$ cat src/rtl/hsst_pkt_pkg.sv
// Shared K-character constants, word builders and FSM encoding for the AD -> HSST packet framer.
package hsst_pkt_pkg;

  localparam int unsigned BYTE_W = 8;
  localparam int unsigned WORD_W = 32;
  localparam int unsigned KFLG_W = 4;
  localparam int unsigned LEN_W  = 16;

  localparam logic [BYTE_W-1:0] K_COMMA = 8'hBC;
  localparam logic [BYTE_W-1:0] K_SOF   = 8'hFB;
  localparam logic [BYTE_W-1:0] K_EOF   = 8'hFD;
  localparam logic [WORD_W-1:0] IDLE_W  = 32'h505050BC;

  localparam logic [KFLG_W-1:0] K_CTRL = 4'b0001;
  localparam logic [KFLG_W-1:0] K_DATA = 4'b0000;

  typedef enum logic [1:0] {
    ST_IDLE    = 2'd0,
    ST_PAYLOAD = 2'd1,
    ST_EOF     = 2'd2
  } state_t;

  typedef struct packed {
    logic [WORD_W-1:0] d;
    logic [KFLG_W-1:0] k;
  } tx_word_t;

  function automatic tx_word_t sof_word(input logic [LEN_W-1:0] len, input logic [BYTE_W-1:0] seq);
    return '{d: {len, seq, K_SOF}, k: K_CTRL};
  endfunction

  function automatic tx_word_t eof_word(input logic [LEN_W-1:0] csum);
    return '{d: {8'h00, csum, K_EOF}, k: K_CTRL};
  endfunction

endpackage

$ cat src/rtl/hsst_ad_word_pack.sv
// Packs popped bytes into 32-bit lanes (first byte in lane 0) and keeps a running 16-bit byte sum.
module hsst_ad_word_pack
  import hsst_pkt_pkg::*;
(
  input  logic              clk,
  input  logic              rst,
  input  logic              clear,
  input  logic              push,
  input  logic [BYTE_W-1:0] din,
  output logic [WORD_W-1:0] word,
  output logic              word_done,
  output logic [LEN_W-1:0]  csum
);

  logic [1:0]        byte_cnt;
  logic [BYTE_W-1:0] lane0;
  logic [BYTE_W-1:0] lane1;
  logic [BYTE_W-1:0] lane2;

  always_ff @(posedge clk or posedge rst) begin
    if (rst) begin
      byte_cnt <= 2'd0;
      lane0    <= '0;
      lane1    <= '0;
      lane2    <= '0;
      csum     <= '0;
    end else if (clear) begin
      byte_cnt <= 2'd0;
      csum     <= '0;
    end else if (push) begin
      case (byte_cnt)
        2'd0:    lane0 <= din;
        2'd1:    lane1 <= din;
        2'd2:    lane2 <= din;
        default: ;
      endcase
      byte_cnt <= byte_cnt + 2'd1;
      csum     <= csum + LEN_W'(din);
    end
  end

  // Lane 3 is never stored: the fourth byte goes straight into the completed word.
  assign word      = {din, lane2, lane1, lane0};
  assign word_done = push & (byte_cnt == 2'd3);

endmodule

$ cat src/rtl/hsst_ad_packer.sv
// Frames FIFO AD bytes into HSST TX words: SOF, PAYLOAD_WORDS data words, EOF with checksum, comma idles.
module hsst_ad_packer
  import hsst_pkt_pkg::*;
#(
  parameter int unsigned PAYLOAD_WORDS = 256,
  parameter int unsigned MIN_IDLE      = 4
) (
  input  logic        clk,
  input  logic        rst,
  input  logic        en,
  input  logic        tx_rdy,
  input  logic        fifo_rd_vld,
  input  logic [7:0]  fifo_rd_data,
  output logic        fifo_rd_en,
  output logic [31:0] txd,
  output logic [3:0]  txk,
  output logic        busy,
  output logic        pkt_done,
  output logic        pkt_abort
);

  localparam int unsigned ICNT_W = 8;
  localparam logic [LEN_W-1:0]  PKT_LEN   = LEN_W'(PAYLOAD_WORDS);
  localparam logic [LEN_W-1:0]  LAST_WORD = LEN_W'(PAYLOAD_WORDS - 1);
  localparam logic [ICNT_W-1:0] IDLE_MIN  = ICNT_W'(MIN_IDLE);

  state_t            state;
  logic [LEN_W-1:0]  word_cnt;
  logic [ICNT_W-1:0] idle_cnt;
  logic [BYTE_W-1:0] seq;

  logic              start;
  logic              abort;
  logic              pack_clear;
  logic [WORD_W-1:0] pack_word;
  logic              pack_done;
  logic [LEN_W-1:0]  csum;
  tx_word_t          sof_w;
  tx_word_t          eof_w;

  assign fifo_rd_en = (state == ST_PAYLOAD) & fifo_rd_vld & tx_rdy;
  assign busy       = (state != ST_IDLE);
  assign start      = (state == ST_IDLE) & (idle_cnt >= IDLE_MIN) & en & tx_rdy & fifo_rd_vld;
  assign abort      = (state != ST_IDLE) & ~tx_rdy;
  assign pack_clear = start | abort;
  assign sof_w      = sof_word(PKT_LEN, seq);
  assign eof_w      = eof_word(csum);

  hsst_ad_word_pack u_pack (
    .clk       (clk),
    .rst       (rst),
    .clear     (pack_clear),
    .push      (fifo_rd_en),
    .din       (fifo_rd_data),
    .word      (pack_word),
    .word_done (pack_done),
    .csum      (csum)
  );

  // Every edge reloads txd/txk; comma idle is the default so stalls and gaps emit fillers.
  always_ff @(posedge clk or posedge rst) begin
    if (rst) begin
      state     <= ST_IDLE;
      txd       <= IDLE_W;
      txk       <= K_CTRL;
      pkt_done  <= 1'b0;
      pkt_abort <= 1'b0;
      seq       <= '0;
      idle_cnt  <= '0;
      word_cnt  <= '0;
    end else begin
      txd       <= IDLE_W;
      txk       <= K_CTRL;
      pkt_done  <= 1'b0;
      pkt_abort <= 1'b0;
      case (state)
        ST_IDLE: begin
          if (start) begin
            txd      <= sof_w.d;
            txk      <= sof_w.k;
            word_cnt <= '0;
            idle_cnt <= '0;
            state    <= ST_PAYLOAD;
          end else if (idle_cnt < IDLE_MIN) begin
            idle_cnt <= idle_cnt + ICNT_W'(1);
          end
        end
        ST_PAYLOAD: begin
          if (abort) begin
            pkt_abort <= 1'b1;
            idle_cnt  <= '0;
            state     <= ST_IDLE;
          end else if (pack_done) begin
            txd <= pack_word;
            txk <= K_DATA;
            if (word_cnt == LAST_WORD) begin
              state <= ST_EOF;
            end else begin
              word_cnt <= word_cnt + LEN_W'(1);
            end
          end
        end
        ST_EOF: begin
          if (abort) begin
            pkt_abort <= 1'b1;
            idle_cnt  <= '0;
            state     <= ST_IDLE;
          end else begin
            txd      <= eof_w.d;
            txk      <= eof_w.k;
            pkt_done <= 1'b1;
            seq      <= seq + BYTE_W'(1);
            state    <= ST_IDLE;
          end
        end
        default: state <= ST_IDLE;
      endcase
    end
  end

endmodule

$ cat config.mk
export PLATFORM = sky130hd
export DESIGN_NAME = hsst_ad_packer
export DESIGN_NICKNAME = d
export VERILOG_FILES = /design/src/rtl/hsst_pkt_pkg.sv /design/src/rtl/hsst_ad_word_pack.sv /design/src/rtl/hsst_ad_packer.sv
export SDC_FILE = /design/constraint.sdc
export NUM_CORES = 1
export LEC_CHECK = 0
export BUFFER_PORTS_ARGS = -buffer_cell sky130_fd_sc_hd__buf_2
export CAP_MARGIN = 20
export CORE_MARGIN = 4
export CORE_UTILIZATION = 40
export DETAILED_ROUTE_END_ITERATION = 16
export PLACE_DENSITY = 0.67
export SYNTH_ARGS = -nofsm -noshare
export SYNTH_HDL_FRONTEND = slang
export SYNTH_HIERARCHICAL = 1
export SYNTH_SLANG_ARGS = --single-unit
$ cat constraint.sdc
create_clock -name clk -period 3.5 [get_ports clk]
set_clock_uncertainty 0.05 [all_clocks]
set_input_delay 0.175 -clock clk [delete_from_list [all_inputs] [get_ports clk]]
set_output_delay 0.175 -clock clk [all_outputs]
set_load 0.01 [all_outputs]
### Word level (Yosys, flattened, before mapping)

Cells that the tools add are included.

| operators by class | value |
|---|---|
| add/sub/neg operators | 5 |
| $lt $le $gt $ge | 2 |
| eq/ne operators | 14 |
| mux-type cells | 30 |
| bitwise logic cells | 12 |
| reduce and logical (&&, ||, !) cells | 14 |

Operators with widths:

| cell | number |
|---|---|
| $mux 16 | 6 |
| $pmux 32 s3 | 1 |
| $mux 32 | 2 |
| $mux 31 | 2 |
| $pmux 16 s2 | 1 |
| $mux 8 | 3 |
| $add 16x1->16 const B | 1 |
| $add 16x8->16 | 1 |
| $add 8x1->8 const B | 2 |
| $eq 16x8->1 const B | 1 |
| $pmux 8 s2 | 1 |
| $reduce_and 3->1 | 5 |
| $mux 2 | 6 |
| $and 1x1->1 | 8 |
| $ge 8x3->1 const B | 1 |
| $lt 8x3->1 const B | 1 |
| $ne 2x2->1 const B | 4 |
| $reduce_bool 2->1 | 4 |
| $mux 1 | 7 |
| $eq 2x2->1 const B | 3 |
| $ne 3x2->1 const B | 2 |
| $reduce_and 5->1 | 1 |
| $eq 2x1->1 const B | 2 |
| $logic_not 2->1 | 2 |
| other kinds (8) | 10 |

| storage, ports and cells | value |
|---|---|
| register bits | 114 |
| input bits | 13 |
| output and inout port bits | 40 |
| logic and storage cells | 90 |

### Logic depth before layout (Yosys ltp)

| logic depth | value |
|---|---|
| depth after elaboration | 8 |
| mapped depth | 17 |
| gate-level depth less buffers | 11 |

### Hierarchy

Netlist, hierarchy kept.

By module, submodules not included:

| module | times used | cells an instance | area each (um^2) | sequential area each (um^2) |
|---|---|---|---|---|
| hsst_ad_packer | 1 | 331 | 3323.2 | 1741.7 |
| hsst_ad_word_pack | 1 | 194 | 2174.6 | 1051.0 |

### Worst setup path before layout

No wires, ideal clock.

| path | value |
|---|---|
| path kind | register to register |
| start | register state[1] |
| end | register word_cnt[11] |
| setup time | 0.069 ns |
| data arrival time | 3.644 ns |
| required time | 3.381 ns |
| setup slack | -0.263 ns |
| cell stages (with the launch flop) | 17 |
| buffers on the path | 5 |
| clock period less this slack | 3.763 ns |
| cells stage by stage | dfrtp_1 -> inv_1 -> ha_1 -> clkbuf_1 -> clkbuf_1 -> and3_1 -> clkbuf_1 -> buf_2 -> and2_1 -> inv_1 -> nor2_4 -> inv_2 -> a22o_1 -> a221o_1 -> buf_2 -> or4_1 -> nand3_1 |

| between the ends | value |
|---|---|
| elaborated cells on any way between the ends | 18 |
| those cells by class | 5 x eq/ne; 1 x mux; 8 x bitwise; 4 x reduce/logical |

RTL lines:

| item | RTL line | source |
|---|---|---|
| start, declared | hsst_ad_packer.sv:27 | `state_t state;` |
| start signal, assigned | hsst_ad_packer.sv:63 | `state <= ST_IDLE;` |
| start signal, assigned | hsst_ad_packer.sv:83 | `state <= ST_PAYLOAD;` |
| start signal, assigned | hsst_ad_packer.sv:92 | `state <= ST_IDLE;` |
| $eq 2x1->1 | hsst_ad_packer.sv:41 | `assign fifo_rd_en = (state == ST_PAYLOAD) & fifo_rd_vld & tx_rdy;` |
| $and 1x1->1 (2 in a row) | hsst_ad_packer.sv:41 |  |
| net fifo_rd_en | hsst_ad_packer.sv:14 | `output logic fifo_rd_en,` |
| $and 1x1->1 | hsst_ad_word_pack.sv:44 | `assign word_done = push & (byte_cnt == 2'd3);` |
| net pack_done | hsst_ad_packer.sv:36 | `logic pack_done;` |
| $ne 2x2->1 (no source line) | n/a |  |
| $reduce_and 5->1 (no source line) | n/a |  |
| end signal, assigned | hsst_ad_packer.sv:99 | `word_cnt <= word_cnt + LEN_W'(1);` |
| end, declared | hsst_ad_packer.sv:28 | `logic [LEN_W-1:0] word_cnt;` |

The timed path passes the listed nets, and every way through them passes these cells.
A chain may end at the register's enable or synchronous reset.

### Final worst setup path

| path | value |
|---|---|
| start | register state[0] |
| end | register word_cnt[11] |

| between the ends | value |
|---|---|
| cells in the longest elaborated chain, start to end | 7 |
| elaborated cells on any way between the ends | 18 |
| those cells by class | 5 x eq/ne; 1 x mux; 8 x bitwise; 4 x reduce/logical |

RTL lines:

| item | RTL line | source |
|---|---|---|
| $logic_not 2->1 | hsst_ad_packer.sv:43, hsst_ad_packer.sv:76 |  |
| $and 1x1->1 (4 in a row) | hsst_ad_packer.sv:43 | `assign start = (state == ST_IDLE) & (idle_cnt >= IDLE_MIN) & en & tx_rdy & fifo_rd_vld;` |
| $ne 2x2->1 (no source line) | n/a |  |
| $reduce_and 5->1 (no source line) | n/a |  |

Parallel ways exist; a longest one is shown, timed or not.

==> flow_summary.ini <==
[sta]
period_share_pct = 80.31
hold_viol_final = 0
setup_viol = 0
period_minus_slack_ns = 2.811
slew_viol_final = 0
timing.hold.ws_ns = 0.05184
slew_headroom_pct = 34.36
setup_slack_ns = 0.6891
fmax_mhz = 355.8
fin_setup_tns_ns = 0
rsz0062_at_grt = false
tightestPinTransition_ns = 0.9743

[worst_hold_path]
hold_depth = 2
worstHoldPathType = in2reg
min_to = txd[25]$_DFF_PP0_
hp-start = fifo_rd_data[1]

[floorplanning]
rows = 42
die_h_um = 125.2
start_util_pct = 41.19
dieArea_um2 = 15680
coreArea_um2 = 13350
die_x_um = 125.2
io_pins = 53

[pwr]
p_int_mw = 2.794
combPwrFrac_pct = 32.5
pwr-share-clk_pct = 24.1
leakagePower_nw = 2.898
max-vdd-ir-drop_uv = 287.1
pwr_density_cell_nw_per_um2 = 700.9
seqPwrFrac_pct = 43.4
switching_share_pct = 36.12
net-switching-power_mw = 1.580

[drt]
via_per_inst = 5.595
drt_iter0_drc = 327
wl_per_cell_um = 16.98
drc = 0
drt_pass1_iterations = 6
detailroute.via_count = 4191
wirelength_mm = 12.72
detail-route-antenna-nets = 0

[setup_path]
path_cells = inv_1 -> ha_1 -> o21ai_2 -> nor2_4 -> inv_2 -> a22o_1 -> a221o_1 -> or4_1 -> nand3_1
crit_path_top_delay_cell = or4_1
criticalPathCategory = reg2reg
start_kind = flop
required_ns = 3.74
max_stage_delay_ns = 0.55
crit_fanout = 19
r2r_start = state[0]$_DFFE_PP0P_
end_kind = flop
r2r_slack_ns = 0.69
rr_worst_depth = 9
reg2reg_to = word_cnt[11]$_DFFE_PP0P_
cp.arrival_ns = 3.05

[synth]
synthFlopType = dfrtp_1
synth_seq_area_share_pct = 50.80
syn-instance-count = 525
synth_area_per_cell_um2 = 10.47
synth_area_leader_cell = dfrtp_1
synth_top_area_share_pct = 45.06
synthTopCellsByArea = dfrtp_1 45%, dfstp_2 5.7%, ha_1 4.8%
synth_edf_count = 0
yosys_warnings = 6
ys_types = 67
synth-async-reset-ratio_pct = 100.0
ys_ff_latch = 111
syn-cell-area_um2 = 5498

[cells_and_area]
final_cells = 749
area_growth_syn_to_layout_pct = 13.50
final_layout_size_suffix_gt1_share_pct = 21.82
antenna_cells = 0
final_nets = 604

[clocking]
cts_buffers = 9
cts.sinks = 111
clock_latency_ns = 0.35
h-tree-depth = 3
clk_path_buf_depth = 2
cts_tree = done
root_buffer = clkbuf_16
post_cts_buffers = 0
hold_buffers = 1
cts_resized = 0
clk_pin_slew_ns = 0.07

[global_routing]
grt_use_met1_pct = 22.59
grt_usage_pct = 16.86
antenna_found_initial = 0
grt_pass1_wl_mm = 21.51
grt_max_degree = 52
gr-usage-met2_pct = 27.52
grt-ovfl-total = 0
grt_use_met3_pct = 4.179
top_usage_layer = met2
grt_pass1_vias = 4144

[place]
dpl_worst_slack_ns = 0.7355
io_buffers = 49
hpwl_mm = 9.029
placedCellCount = 732
place_congestion = 0.8090

[run]
cap_violations = 0

[outcome]
outcome = completed
cell usage in the layout, fill, tap and decap left out, types with 6 or more instances in the layout:
master | netlist | final
a21oi_1 | 15 | 15
a222oi_1 | 6 | 6
a22oi_1 | 7 | 7
and2_1 | 10 | 10
and3_1 | 7 | 7
buf_2 | 4 | 49
buf_4 | 11 | 9
clkbuf_16 | 0 | 9
dfrtp_1 | 99 | 99
dfstp_2 | 12 | 12
ha_1 | 21 | 21
inv_1 | 17 | 16
mux2_2 | 22 | 22
nand2_1 | 47 | 47
nand2b_1 | 6 | 6
nand3_1 | 25 | 25
nand4_1 | 6 | 6
nor2_1 | 39 | 39
nor2b_1 | 6 | 6
o211ai_1 | 13 | 13
o21ai_0 | 24 | 24
o21ai_1 | 12 | 12
or4_1 | 8 | 8
xnor2_1 | 11 | 11
synthesized netlist by cell type (3+ instances only):
master,n
buf_2,4
and4_1,3
a22o_1,5
mux2_2,22
a22oi_1,7
or3_1,4
o21ai_1,12
nor2b_1,6
a222oi_1,6
o21ai_0,24
o211ai_1,13
buf_4,11
mux2i_1,5
nand2_1,47
or4_1,8
and3_1,7
xnor2_1,11
xor2_1,5
ha_1,21
clkbuf_1,13
inv_1,17
dfstp_2,12
nand3_1,25
and2_1,10
nor4b_1,3
o31ai_1,5
a21oi_1,15
nand2b_1,6
dfrtp_1,99
or2_1,3
nor2_1,39
a211oi_1,3
nand4_1,6
nor3_1,4
state kept, by name, indices dropped and copies added, names as in the netlist:
| name | count |
|---|---|
| idle_cnt | 8 |
| pkt_abort | 1 |
| pkt_done | 1 |
| seq | 8 |
| state | 2 |
| txd | 32 |
| txk | 1 |
| u_pack/byte_cnt | 2 |
| u_pack/csum | 16 |
| u_pack/lane0 | 8 |
| u_pack/lane1 | 8 |
| u_pack/lane2 | 8 |
| word_cnt | 16 |
worst max-delay path by stage:
stage / start / to / slack (ns) / cells past startpoint
floorplan: state[1]$_DFFE_PP0P_ / word_cnt[11]$_DFFE_PP0P_ / 0.009 / 16
global placement: state[0]$_DFFE_PP0P_ / word_cnt[11]$_DFFE_PP0P_ / 0.85 / 9
detailed placement: state[0]$_DFFE_PP0P_ / word_cnt[3]$_DFFE_PP0P_ / 0.74 / 9
CTS: state[0]$_DFFE_PP0P_ / word_cnt[11]$_DFFE_PP0P_ / 0.71 / 9
global route: word_cnt[0]$_DFFE_PP0P_ / word_cnt[10]$_DFFE_PP0P_ / 0.49 / 6
finish: state[0]$_DFFE_PP0P_ / word_cnt[11]$_DFFE_PP0P_ / 0.69 / 9
power by group through the flow:
| stage | registers, mW | clock network [mW] | logic (mW) |
|---|---|---|---|
| 4_1_cts | 1.89 | 1.08 | 1.41 |
| 3_5_place_dp | 1.91 | 0 | 1.41 |
| 5_1_grt | 1.95 | 1.14 | 1.60 |
| 2_1_floorplan | 1.86 | 0 | 1.07 |
| 3_3_place_gp | 1.89 | 0 | 1.35 |
| 6_report | 1.90 | 1.06 | 1.42 |
area by class of cell:
class / count / area (um2)
multi-input cells: 367 / 2482
flip-flops and latches: 111 / 2793
inverters: 19 / 71.32
clock buffers: 10 / 239.0
repair buffers: 61 / 370.4
well taps: 176 / 220.2
fillers: 1277 / 7108
clock inverters: 5 / 63.81
kinds of logic after synthesis:
logic type      after synthesis  synth area share (%)
simple gates                186                 17.59
other cells                   1               0.06821
flops                       111                 50.80
compound gates              111                 13.84
mux                          29                 5.826
fa+ha+maj                    22                 5.143
buf+inv                      49                 4.188
xor+xnor                     16                 2.549
through the flow:
| stage | power, mW | util, % | instance area (um2) |
|---|---|---|---|
| global route | 4.679 | 46.75 | 6240 |
| global placement | 3.245 | 44.05 | 5879 |
| detailed placement | 3.321 | 44.25 | 5907 |
| finish | 4.373 | 46.75 | 6240 |
| floorplan | 2.932 | - | 5509 |
| CTS | 4.389 | 46.60 | 6220 |
critical path: cells and delay by family (launching register included):
kind	cells	cell delay (ns)
buffers and inverters	2	0.19
adder cells (fa/ha/maj)	1	0.49
flip-flops	1	0.41
AND/OR/NAND/NOR	3	0.76
AO/OA/AOI/OAI	3	0.84
routing by layer:
layer	vias to the layer above	wire length, um
li1	1956	-
met1	2098	5663
met2	119	6220
met3	18	633
met4	0	201
met5	-	0
No activity file was read; power rests on OpenSTA's default activity.
